**src/rtl/decrypt_sequencer.sv**
```systemverilog
// Sequences a 12-byte key load and single-outstanding decrypt requests toward an external decryptor.
// Latency: key load 12 cycles after key_start; result one cycle after the decryptor answers or TIMEOUT cycles after issue.
// Backpressure: in_ready drops while a key load or request is pending; results are held on out_* until out_ready.
module decrypt_sequencer #(
    parameter int TIMEOUT = 8
) (
    input  logic        clk,
    input  logic        rst,

    // key load request
    input  logic        key_start,
    input  logic [95:0] key_in,
    output logic        key_busy,
    output logic        key_loaded,

    // ciphertext pair input
    input  logic        in_valid,
    output logic        in_ready,
    input  logic [15:0] in_ct,
    input  logic        in_upper,

    // plaintext result output
    output logic        out_valid,
    input  logic        out_ready,
    output logic [7:0]  out_pt,
    output logic [2:0]  out_err,
    output logic [15:0] pt_count,

    // decryptor key port
    output logic [7:0]  dec_key_byte,
    output logic [3:0]  dec_byte_pos,
    output logic        dec_key_byte_val,

    // decryptor request port
    output logic        dec_ctxt_valid,
    output logic [15:0] dec_ciphertext,
    output logic        dec_upper_lower,

    // decryptor response port
    input  logic [7:0]  dec_plaintext,
    input  logic        dec_ptxt_ready,
    input  logic        dec_err_key,
    input  logic        dec_err_ct
);

    // Wide enough to hold TIMEOUT itself, so TIMEOUT-1 always fits.
    localparam int TW = (TIMEOUT < 2) ? 1 : $clog2(TIMEOUT + 1);
    localparam logic [TW-1:0] WAIT_LAST = TW'(TIMEOUT - 1);
    localparam logic [3:0]    LAST_BYTE = 4'd11;

    typedef enum logic [2:0] {
        S_IDLE,
        S_LOAD,
        S_READY,
        S_WAIT,
        S_OUT
    } state_t;

    state_t          state;
    state_t          state_nxt;

    logic [95:0]     key_q;
    logic [3:0]      byte_idx;
    logic [3:0]      byte_idx_inc;
    logic [TW-1:0]   wait_cnt;

    logic            req_go;
    logic            key_go;
    logic            load_last;
    logic            rsp_hit;
    logic            tmo_hit;
    logic            out_fire;
    logic            rsp_err;

    // Event decode shared by the next-state and output processes.
    // A ciphertext handshake wins over a same-cycle key_start in READY so an
    // accepted pair is never silently discarded.
    always_comb begin
        req_go       = (state == S_READY) && in_valid && in_ready;
        key_go       = key_start && ((state == S_IDLE) || ((state == S_READY) && !req_go));
        load_last    = (state == S_LOAD) && (byte_idx == LAST_BYTE);
        rsp_hit      = (state == S_WAIT) && (dec_ptxt_ready || dec_err_key || dec_err_ct);
        tmo_hit      = (state == S_WAIT) && !rsp_hit && (wait_cnt == WAIT_LAST);
        out_fire     = (state == S_OUT) && out_valid && out_ready;
        rsp_err      = dec_err_key || dec_err_ct;
        byte_idx_inc = byte_idx + 4'd1;
    end

    // State register.
    always_ff @(posedge clk) begin
        if (rst) begin
            state <= S_IDLE;
        end else begin
            state <= state_nxt;
        end
    end

    // Next-state selection.
    always_comb begin
        state_nxt = state;
        case (state)
            S_IDLE: begin
                if (key_go) begin
                    state_nxt = S_LOAD;
                end
            end
            S_LOAD: begin
                if (load_last) begin
                    state_nxt = S_READY;
                end
            end
            S_READY: begin
                if (req_go) begin
                    state_nxt = S_WAIT;
                end else if (key_go) begin
                    state_nxt = S_LOAD;
                end
            end
            S_WAIT: begin
                if (rsp_hit || tmo_hit) begin
                    state_nxt = S_OUT;
                end
            end
            S_OUT: begin
                if (out_fire) begin
                    // A key rejected by the decryptor forces a reload.
                    state_nxt = out_err[0] ? S_IDLE : S_READY;
                end
            end
            default: begin
                state_nxt = S_IDLE;
            end
        endcase
    end

    // Registered outputs plus the key shadow, byte index and wait counter.
    always_ff @(posedge clk) begin
        if (rst) begin
            key_q            <= '0;
            byte_idx         <= '0;
            wait_cnt         <= '0;
            key_busy         <= 1'b0;
            key_loaded       <= 1'b0;
            in_ready         <= 1'b0;
            out_valid        <= 1'b0;
            out_pt           <= '0;
            out_err          <= '0;
            pt_count         <= '0;
            dec_key_byte     <= '0;
            dec_byte_pos     <= '0;
            dec_key_byte_val <= 1'b0;
            dec_ctxt_valid   <= 1'b0;
            dec_ciphertext   <= '0;
            dec_upper_lower  <= 1'b0;
        end else begin
            // Only READY can accept a pair; this keeps one request outstanding.
            in_ready <= (state_nxt == S_READY);

            // Key load: byte 0 is presented on the cycle after key_start,
            // then one byte per cycle up to position 11.
            if (key_go) begin
                key_q            <= key_in;
                key_loaded       <= 1'b0;
                key_busy         <= 1'b1;
                byte_idx         <= '0;
                dec_key_byte_val <= 1'b1;
                dec_byte_pos     <= '0;
                dec_key_byte     <= key_in[7:0];
            end else if (state == S_LOAD) begin
                if (load_last) begin
                    key_busy         <= 1'b0;
                    key_loaded       <= 1'b1;
                    byte_idx         <= '0;
                    dec_key_byte_val <= 1'b0;
                    dec_byte_pos     <= '0;
                    dec_key_byte     <= '0;
                end else begin
                    byte_idx     <= byte_idx_inc;
                    dec_byte_pos <= byte_idx_inc;
                    dec_key_byte <= key_q[8*byte_idx_inc +: 8];
                end
            end

            // Request issue and response / timeout capture.
            if (req_go) begin
                dec_ciphertext  <= in_ct;
                dec_upper_lower <= in_upper;
                dec_ctxt_valid  <= 1'b1;
                wait_cnt        <= '0;
            end else if (state == S_WAIT) begin
                wait_cnt <= wait_cnt + TW'(1);
                if (rsp_hit) begin
                    dec_ctxt_valid <= 1'b0;
                    out_valid      <= 1'b1;
                    out_err        <= {1'b0, dec_err_ct, dec_err_key};
                    // Any error flag suppresses the plaintext, even if
                    // dec_ptxt_ready arrived in the same cycle.
                    out_pt         <= rsp_err ? 8'h00 : dec_plaintext;
                end else if (tmo_hit) begin
                    dec_ctxt_valid <= 1'b0;
                    out_valid      <= 1'b1;
                    out_err        <= 3'b100;
                    out_pt         <= 8'h00;
                end
            end

            // Result handshake; out_pt/out_err hold their value afterwards.
            if (out_fire) begin
                out_valid <= 1'b0;
                if (out_err == 3'b000) begin
                    pt_count <= pt_count + 16'd1;
                end
                if (out_err[0]) begin
                    key_loaded <= 1'b0;
                end
            end
        end
    end

endmodule

```
**config.mk**
```make
export PLATFORM = sky130hd
export DESIGN_NAME = decrypt_sequencer
export DESIGN_NICKNAME = d
export VERILOG_FILES = /design/src/rtl/decrypt_sequencer.sv
export SDC_FILE = /design/constraint.sdc
export NUM_CORES = 1
export LEC_CHECK = 0
export ABC_AREA = 0
export BUFFER_PORTS_ARGS = -buffer_cell sky130_fd_sc_hd__buf_2
export CAP_MARGIN = 10
export CELL_PAD_IN_SITES_DETAIL_PLACEMENT = 1
export CELL_PAD_IN_SITES_GLOBAL_PLACEMENT = 1
export CORE_ASPECT_RATIO = 1.25
export CORE_MARGIN = 5
export CORE_UTILIZATION = 41
export CTS_CLUSTER_DIAMETER = 30
export DETAILED_ROUTE_END_ITERATION = 8
export HOLD_SLACK_MARGIN = 0.15
export PLACE_DENSITY_LB_ADDON = 0.1
export SYNTH_ARGS = -nofsm -noshare
export SYNTH_HDL_FRONTEND = slang
export SYNTH_SLANG_ARGS = --single-unit
```
**constraint.sdc**
```tcl
create_clock -name clk -period 3.85 [get_ports clk]
set_input_delay 0.5775 -clock clk [delete_from_list [all_inputs] [get_ports clk]]
set_output_delay 0.5775 -clock clk [all_outputs]
set_load 0.005 [all_outputs]
```
==> summary.md, run 1 <==
| Metric | Value |
|---|---|
| Status | finished, final reports clean |
| DPL Wire Length | between 15 and 20 mm |
| Fin nets | 1087 |
| Clk pin slew, worst setup/hold paths | 0.06 ns |
| Grt ovf | 0 |
| # Max-Cap Violations | 0 |
| Final setup viols | 0 |
| Critical path depth | 5 |
| Hold_buf cts | 0 |
| Max VDD drop | ~320 uV |
| Slew margin rel. | 38.7% |
| Leak | 3.45 nW |
| CTS buffer count | 17 |
| Post-DRT Antenna Nets | 0 |
| Mapped Cells | 799 |
| Post-synth top area cell | dfxtp_1 |
| Avg Inst Size Synth | roughly 8.6 um^2 |
| Data required, critical path | between 4 and 5 ns |
| CP Launch Type | flop |
| CP Capture Point | dec_key_byte[3]$_SDFFE_PP0P_ |
| Final core utilization | 51.6% |
| Most common cell in the netlist | nand2_1 |
| Worst EP arrival | ~2.8 ns |
| IO Pins | 191 |
| Critical R2R Launch | byte_idx[1]$_SDFFE_PP0P_ |
| Largest net degree at the start of global routing | 87 |
| WP buf/inv | 0 |
| DRT iter0 DRCs | 372 |
| Register area share after synthesis | between 40 and 50% |
| Detail-routed net length per standard cell | ~18 um |
| # rows | 53 |
| Via count | 6303 |
| First-pass detailed-route iteration total | 4 |
| Final hold vios | 0 |
| H-Tree Depth | 4 |
| RSZ-0062 raised after global routing | no |
| Final period util | between 60 and 70% |
| Clock buffer depth | 2 |
| CP startpoint | byte_idx[1]$_SDFFE_PP0P_ |
| Fmax | approximately 0.40 GHz |
| Post-synth top area share | about 48% |
| Main synth FF type | dfxtp_1 |
| Met2 Use GR | between 30% and 40% |
| Initial antenna violation count | 0 |
| Synth async-reset ratio | 0% |
| Post-CTS sizing | 0 |
| Root Driver | clkbuf_16 |
| R2R depth | 5 |
| DRT Wirelength | approximately 21 mm |
| Hold Path Cell Cnt | 3 |
| Pre-CTS setup slack | ~1.2 ns |
| Most utilized layer in the global route result | met2 |
| Share of cells above drive strength 1 | about 28% |
| First-pass GRT wire length | 34.0 mm |
| Post-synth top cells | nand2_1 (247), dfxtp_1 (164), a21oi_1 (139), clkbuf_1 (32), buf_2 (25) |
| Synth top area cells | dfxtp_1 (48%), nand2_1 (13%), a21oi_1 (10%), mux4_2 (7.8%), buf_2 (1.8%) |
| Worst hold margin | 0.389 ns |
| Cell variety after synth | 49 |
| Vias in the first global route | around 6800 |
| Met1 usage | about a quarter |
| FF+latch count, synth | about 160 |
| Met3 usage | 6.22% |
| Critical path's largest stage delay | approximately 0.84 ns |
| Filler Cell Count | 2008 |
| Number of enable flip-flop cells after synthesis | 0 |
| Die Span X | about 130 um |
| Design Power | ~4 mW |
| Clock latency on the worst-skew pair | 0.42 ns |
| Core Region | roughly 17000 um^2 |
| Ratio of total power to cell area | about 480 nW/um^2 |
| DRC Markers | 0 |
| Via density | about 5.3 |
| Hold Crit Class | in -> reg |
| CP Capture Type | flop |
| Syn Nets | 931 |
| I/O Buffers | 190 |
| Critical path cell sequence | ha_2, mux4_2, mux2_2, nand2_1, o221ai_1 |
| Total GRT Usage | a little over a fifth |
| Height of the die | ~150 um |
| Final WS setup | between 1 and 1.5 ns |
| Area grow syn2layout | 24.8% |
| Mapped cell area | ~7000 um^2 |
| Worst Max-Slew Pin Slew | approximately 0.9 ns |
| Slowest CP cell | ha_2 |
| Final TNS setup | 0 ns |
| Initial core utilization | between 40% and 50% |
| Final Skew | 0.00987 ns |
| CP delay by family, top | multiplexers |
| Total number of yosys warnings | 0 |
| RR Endpoint | dec_key_byte[3]$_SDFFE_PP0P_ |
| Post-route minimum period | between 2 and 3 ns |
| CTS tree | yes |
| R2R Setup Slk | roughly 1.3 ns |
| Inserted Diodes | 0 |
| Slew Viols, Final | 0 |
| Final Wtd Congestion | 0.834 |
| Die area | ~20000 um^2 |
| Critical path peak fanout | 20 |
| Crit Path Class | reg -> reg |
| CTS Sinks | around 160 |
| Post-CTS setup buffers | 0 |
cell usage in the layout, fill, tap and decap left out, types with 3 or more instances in the layout:
cell type,count
nand2_1,246
buf_2,189
dfxtp_1,164
a21oi_1,139
mux4_2,24
nor2_1,19
clkbuf_16,17
a22oi_1,16
inv_1,12
nor3_1,10
o31ai_1,10
or4_1,10
nand3_1,9
mux2_2,8
o221ai_1,7
buf_4,7
bufinv_16,6
nor3b_1,5
and3_1,5
xor2_1,5
o21ai_0,5
nand4_1,5
or3_1,4
mux2i_1,3
and3b_1,3
clkinvlp_4,3
sequential cells by signal, indices dropped and copies added, names as in the netlist:
name              flops
key_q                96
out_valid             1
in_ready              1
key_loaded            1
wait_cnt              4
dec_key_byte          8
byte_idx              4
state                 3
out_pt                8
out_err               3
dec_ciphertext       16
dec_ctxt_valid        1
dec_key_byte_val      1
dec_upper_lower       1
pt_count             16
worst min path at each step:
stage / to / slack, ns / start
finish: key_q[41]$_SDFFE_PP0P_ / 0.39 / key_in[41]
CTS: key_q[11]$_SDFFE_PP0P_ / 0.37 / key_in[11]
global route: key_q[60]$_SDFFE_PP0P_ / 0.37 / key_in[60]
detailed placement: dec_ciphertext[14]$_SDFFE_PP0P_ / 0.45 / dec_ciphertext[14]$_SDFFE_PP0P_
floorplan: key_q[0]$_SDFFE_PP0P_ / 0.43 / key_q[0]$_SDFFE_PP0P_
global placement: key_q[86]$_SDFFE_PP0P_ / 0.44 / key_q[86]$_SDFFE_PP0P_
per-stage QoR:
step                      cells  cell area, um^2
after CTS                  1188             8590
after global placement     1156             7920
after floorplan             799             6890
final                      1188             8590
after global routing       1188             8590
after detailed placement   1156             7920
layout make-up:
class	instances	area (um^2)	share of cell area [%]
clock inverters	12	225	2.62
inverters	12	45.0	0.524
multi-input cells	563	3300	38.4
well taps	220	275	3.20
flip-flops and latches	164	3280	38.2
repair buffers	197	1020	11.9
clock buffers	20	447	5.20
where the power goes:
| part | leakage (nW) | internal [mW] | switching (mW) | total [mW] |
|---|---|---|---|---|
| combinational | 1.80 | 0.161 | 0.211 | 0.372 |
| sequential | 1.34 | 1.77 | 0.0394 | 1.81 |
| clock | 0.317 | 1.24 | 0.695 | 1.93 |
worst reg2reg max path: stages, from the launching register on:
cell      delay (ns)
dfxtp_1         0.38
ha_2            0.84
mux4_2          0.64
mux2_2          0.31
nand2_1         0.08
o221ai_1        0.11
per-layer routing:
layer	vias to the layer above	part of all wire, %
met1	3065	40
met5	-	0
met2	146	52
li1	3067	-
met3	25	5.6
met4	0	2.0
kinds of logic after synthesis:
kind of cell | after synthesis | share of synthesized area [%]
and+or+nand+nor | 329 | 20.8
AOI/OAI and AO/OA | 190 | 16.1
DFF | 164 | 47.7
buffers and inverters | 72 | 4.54
muxes | 35 | 9.59
xor gates and xnor gates | 6 | 0.763
adders and majority gates | 3 | 0.545
(Power assumes the default switching activity.)
==> run 2, diff against run 1 <==
CORE_UTILIZATION = 38   (was 41)
clock period = 2.5 ns   (was 3.85 ns; I/O delays follow)
==> run 2 against run 1 <==
  * Die area increased by 7.3%
  * Fmax increased by 17%
  * Sequential power increased by 55%
  * Sequential share of layout area decreased by 0.27 points
  * Cell count increased by 1.2%
  * Clock-buffer cell count decreased by 2
  * Setup slack got worse by 0.99 ns
  * Combinational power increased by 56%
  * Clock skew increased by 0.0028 ns
  * Critical path depth increased by 1
  * Highest routed layer is now met5
==> summary.md, run 2 (synthesis results as in run 1) <==
| Metric | Value |
|---|---|
| DRC Markers | 0 (unchanged) |
| # rows | 55 (was 53) |
| R2R Setup Slk | 0.34 ns (was 1.33 ns) |
| Clk pin slew, worst setup/hold paths | 0.07 ns (was 0.06 ns) |
| Internal power | 4.69 mW (was 3.17 mW) |
| Data required, critical path | 2.76 ns (was 4.11 ns) |
| Slowest CP cell | mux4_2 (was ha_2) |
| R2R depth | 6 (was 5) |
| Core Region | 18000 um^2 (was 16600 um^2) |
| Crit Path Class | reg -> reg (unchanged) |
| Inserted Diodes | 0 (unchanged) |
| Final setup viols | 0 (unchanged) |
| I/O Buffers | 190 (unchanged) |
| Final Wtd Congestion | 0.842 (was 0.834) |
| # Max-Cap Violations | 0 (unchanged) |
| DRT Wirelength | 22.5 mm (was 20.9 mm) |
| CTS Sinks | 164 (unchanged) |
| Logic pwr share | 9.3% (was 9.1%) |
| Filler Cell Count | 2154 (was 2008) |
| Final period util | 86.2% (was 65.5%) |
| Worst EP arrival | 2.41 ns (was 2.78 ns) |
| Critical R2R Launch | byte_idx[0]$_SDFFE_PP0P_ (was byte_idx[1]$_SDFFE_PP0P_) |
| Die area | 20900 um^2 (was 19500 um^2) |
| Commonest non-fill, non-tap cell in the layout | nand2_1 (unchanged) |
| Clock latency on the worst-skew pair | 0.43 ns (was 0.42 ns) |
| H-Tree Depth | 4 (unchanged) |
| Slew Viols, Final | 0 (unchanged) |
| CP Capture Type | flop (unchanged) |
| IO Pins | 191 (unchanged) |
| Fin nets | 1093 (was 1087) |
| Root Driver | clkbuf_16 (unchanged) |
| Post-DRT Antenna Nets | 0 (unchanged) |
| Via count | 6371 (was 6303) |
| First-pass GRT wire length | 35.6 mm (was 34.0 mm) |
| Largest register FFs | 96 (unchanged) |
| Post-route minimum period | 2.16 ns (was 2.52 ns) |
| Initial antenna violation count | 2 (was 0) |
| DPL Wire Length | 16.4 mm (was 15.0 mm) |
| Most frequent cells in the layout | nand2_1 (246), buf_2 (189), dfxtp_1 (164), a21oi_1 (139), mux4_2 (24) (unchanged) |
| Critical path peak fanout | 16 (was 20) |
| Final Cell Area | 8660 um^2 (was 8590 um^2) |
| RR Endpoint | dec_key_byte[5]$_SDFFE_PP0P_ (was dec_key_byte[3]$_SDFFE_PP0P_) |
| Final Skew | 0.0126 ns (was 0.00987 ns) |
| Largest reg by FF count | key_q (unchanged) |
| Hold Crit Class | in -> reg (unchanged) |
| Ratio of total power to cell area | 719 nW/um^2 (was 478 nW/um^2) |
| Net Switching | 1.53 mW (was 0.945 mW) |
| Share of cells above drive strength 1 | 28.6% (was 28.0%) |
| CTS buffer count | 17 (unchanged) |
| Clock power frac | 45.6% (was 47.0%) |
| Critical path's largest stage delay | 0.50 ns (was 0.84 ns) |
| Slew margin rel. | 43.9% (was 38.7%) |
| Clock buffer depth | 2 (unchanged) |
| Via density | 5.30 (was 5.31) |
| Sequential power share | 45.1% (was 44.0%) |
| Status | finished, final reports clean (unchanged) |
| Pre-CTS setup slack | 0.399 ns (was 1.16 ns) |
| DRT iter0 DRCs | 422 (was 372) |
| Worst Max-Slew Pin Slew | 0.841 ns (was 0.916 ns) |
| Fmax | 0.464 GHz (was 0.397 GHz) |
| Height of the die | 161 um (was 155 um) |
| Final WS setup | 0.344 ns (was 1.33 ns) |
| Hold_buf cts | 0 (unchanged) |
| Initial core utilization | 38.4% (was 41.4%) |
| Largest net degree at the start of global routing | 161 (was 87) |
| Dpl cell area | 8020 um^2 (was 7920 um^2) |
| Critical path cell sequence | ha_2, buf_12, mux4_2, mux2_2, nand2_1, o221ai_1 (was ha_2, mux4_2, mux2_2, nand2_1, o221ai_1) |
| Final TNS setup | 0 ns (unchanged) |
| Top flop regs | key_q: 96 flops, dec_ciphertext: 16 flops, pt_count: 16 flops (unchanged) |
| Max VDD drop | 456 uV (was 321 uV) |
| Worst hold start | in_ct[13] (was key_in[41]) |
| First-pass detailed-route iteration total | 4 (unchanged) |
| CTS tree | yes (unchanged) |
| Detail-routed net length per standard cell | 18.7 um (was 17.6 um) |
| Area grow syn2layout | 25.6% (was 24.8%) |
| Post-CTS sizing | 0 (unchanged) |
| Hold Path Cell Cnt | 3 (unchanged) |
| Post-CTS setup buffers | 0 (unchanged) |
| Grt ovf | 0 (unchanged) |
| Final hold vios | 0 (unchanged) |
| Hold Path End | dec_ciphertext[13]$_SDFFE_PP0P_ (was key_q[41]$_SDFFE_PP0P_) |
| Switching Share | 24.6% (was 23.0%) |
| Vias in the first global route | 6843 (was 6801) |
| RSZ-0062 raised after global routing | no (unchanged) |
| Die Span X | 130 um (was 126 um) |
| Leak | 3.49 nW (was 3.45 nW) |
| CP Launch Type | flop (unchanged) |
| Total GRT Usage | 21.6% (was 21.5%) |
## run 2: cell types whose count changed in the layout (fill, tap and decap cells not counted), sizes merged
cell and change:
bufinv -2, buf +6, inv +1, clkbuf -2, clkinvlp -1, clkinv +4
## run 2: worst max-delay path by stage
stage                     depth (start not counted)                      from  slack, ns                      endpoint
final                                             6  byte_idx[0]$_SDFFE_PP0P_       0.34  dec_key_byte[5]$_SDFFE_PP0P_
after global routing                              6  byte_idx[0]$_SDFFE_PP0P_       0.22  dec_key_byte[5]$_SDFFE_PP0P_
after CTS                                         6  byte_idx[0]$_SDFFE_PP0P_       0.35  dec_key_byte[5]$_SDFFE_PP0P_
after detailed placement                          6  byte_idx[0]$_SDFFE_PP0P_       0.40  dec_key_byte[0]$_SDFFE_PP0P_
after global placement                            6  byte_idx[0]$_SDFFE_PP0P_       0.48  dec_key_byte[0]$_SDFFE_PP0P_
after floorplan                                   7  byte_idx[1]$_SDFFE_PP0P_       0.37  dec_key_byte[0]$_SDFFE_PP0P_
## run 2: final cells by class
type / count / area (um^2) / share of cell area, %
Timing Repair Buffer: 203 / 1100 / 12.7
Clock buffer: 18 / 439 / 5.07
Tap cell: 228 / 285 / 3.30
Sequential cell: 164 / 3280 / 37.9
Inverter: 12 / 45.0 / 0.520
Clock inverter: 14 / 201 / 2.33
Multi-Input combinational cell: 563 / 3300 / 38.1
## run 2: power by group through the flow
stage / registers, mW / clock network [mW] / logic [mW]
after floorplan: 2.82 / 0 / 0.356
after global placement: 2.86 / 0 / 0.567
after detailed placement: 2.86 / 0 / 0.585
after CTS: 2.80 / 2.89 / 0.588
after global routing: 2.81 / 3.02 / 0.644
final: 2.80 / 2.84 / 0.581
## run 2: worst max-delay path, delay by kind of cell (launching register included)
family	cells	cell delay, ns
multiplexers	2	0.78
flip-flops	1	0.41
adder cells (fa/ha/maj)	1	0.40
buffers and inverters	1	0.18
AO/OA/AOI/OAI	1	0.14
AND/OR/NAND/NOR	1	0.08
## run 2: per-stage QoR
step | power, mW | hold WS, ns | util (%) | cells
floorplan | 3.18 | 0.433 | - | 799
global placement | 3.43 | 0.440 | 44.6 | 1170
detailed placement | 3.45 | 0.448 | 44.6 | 1170
CTS | 6.29 | 0.166 | 48.2 | 1202
global route | 6.47 | 0.173 | 48.2 | 1202
finish | 6.22 | 0.179 | 48.2 | 1202
## run 2: routing by layer
metal	track usage (%)	vias to the layer above	part of all wire, %
met1	24.4	3088	38
met3	5.95	29	6.0
li1	-	3089	-
met5	0	-	0.15
met4	7.16	4	2.6
met2	38.7	161	53
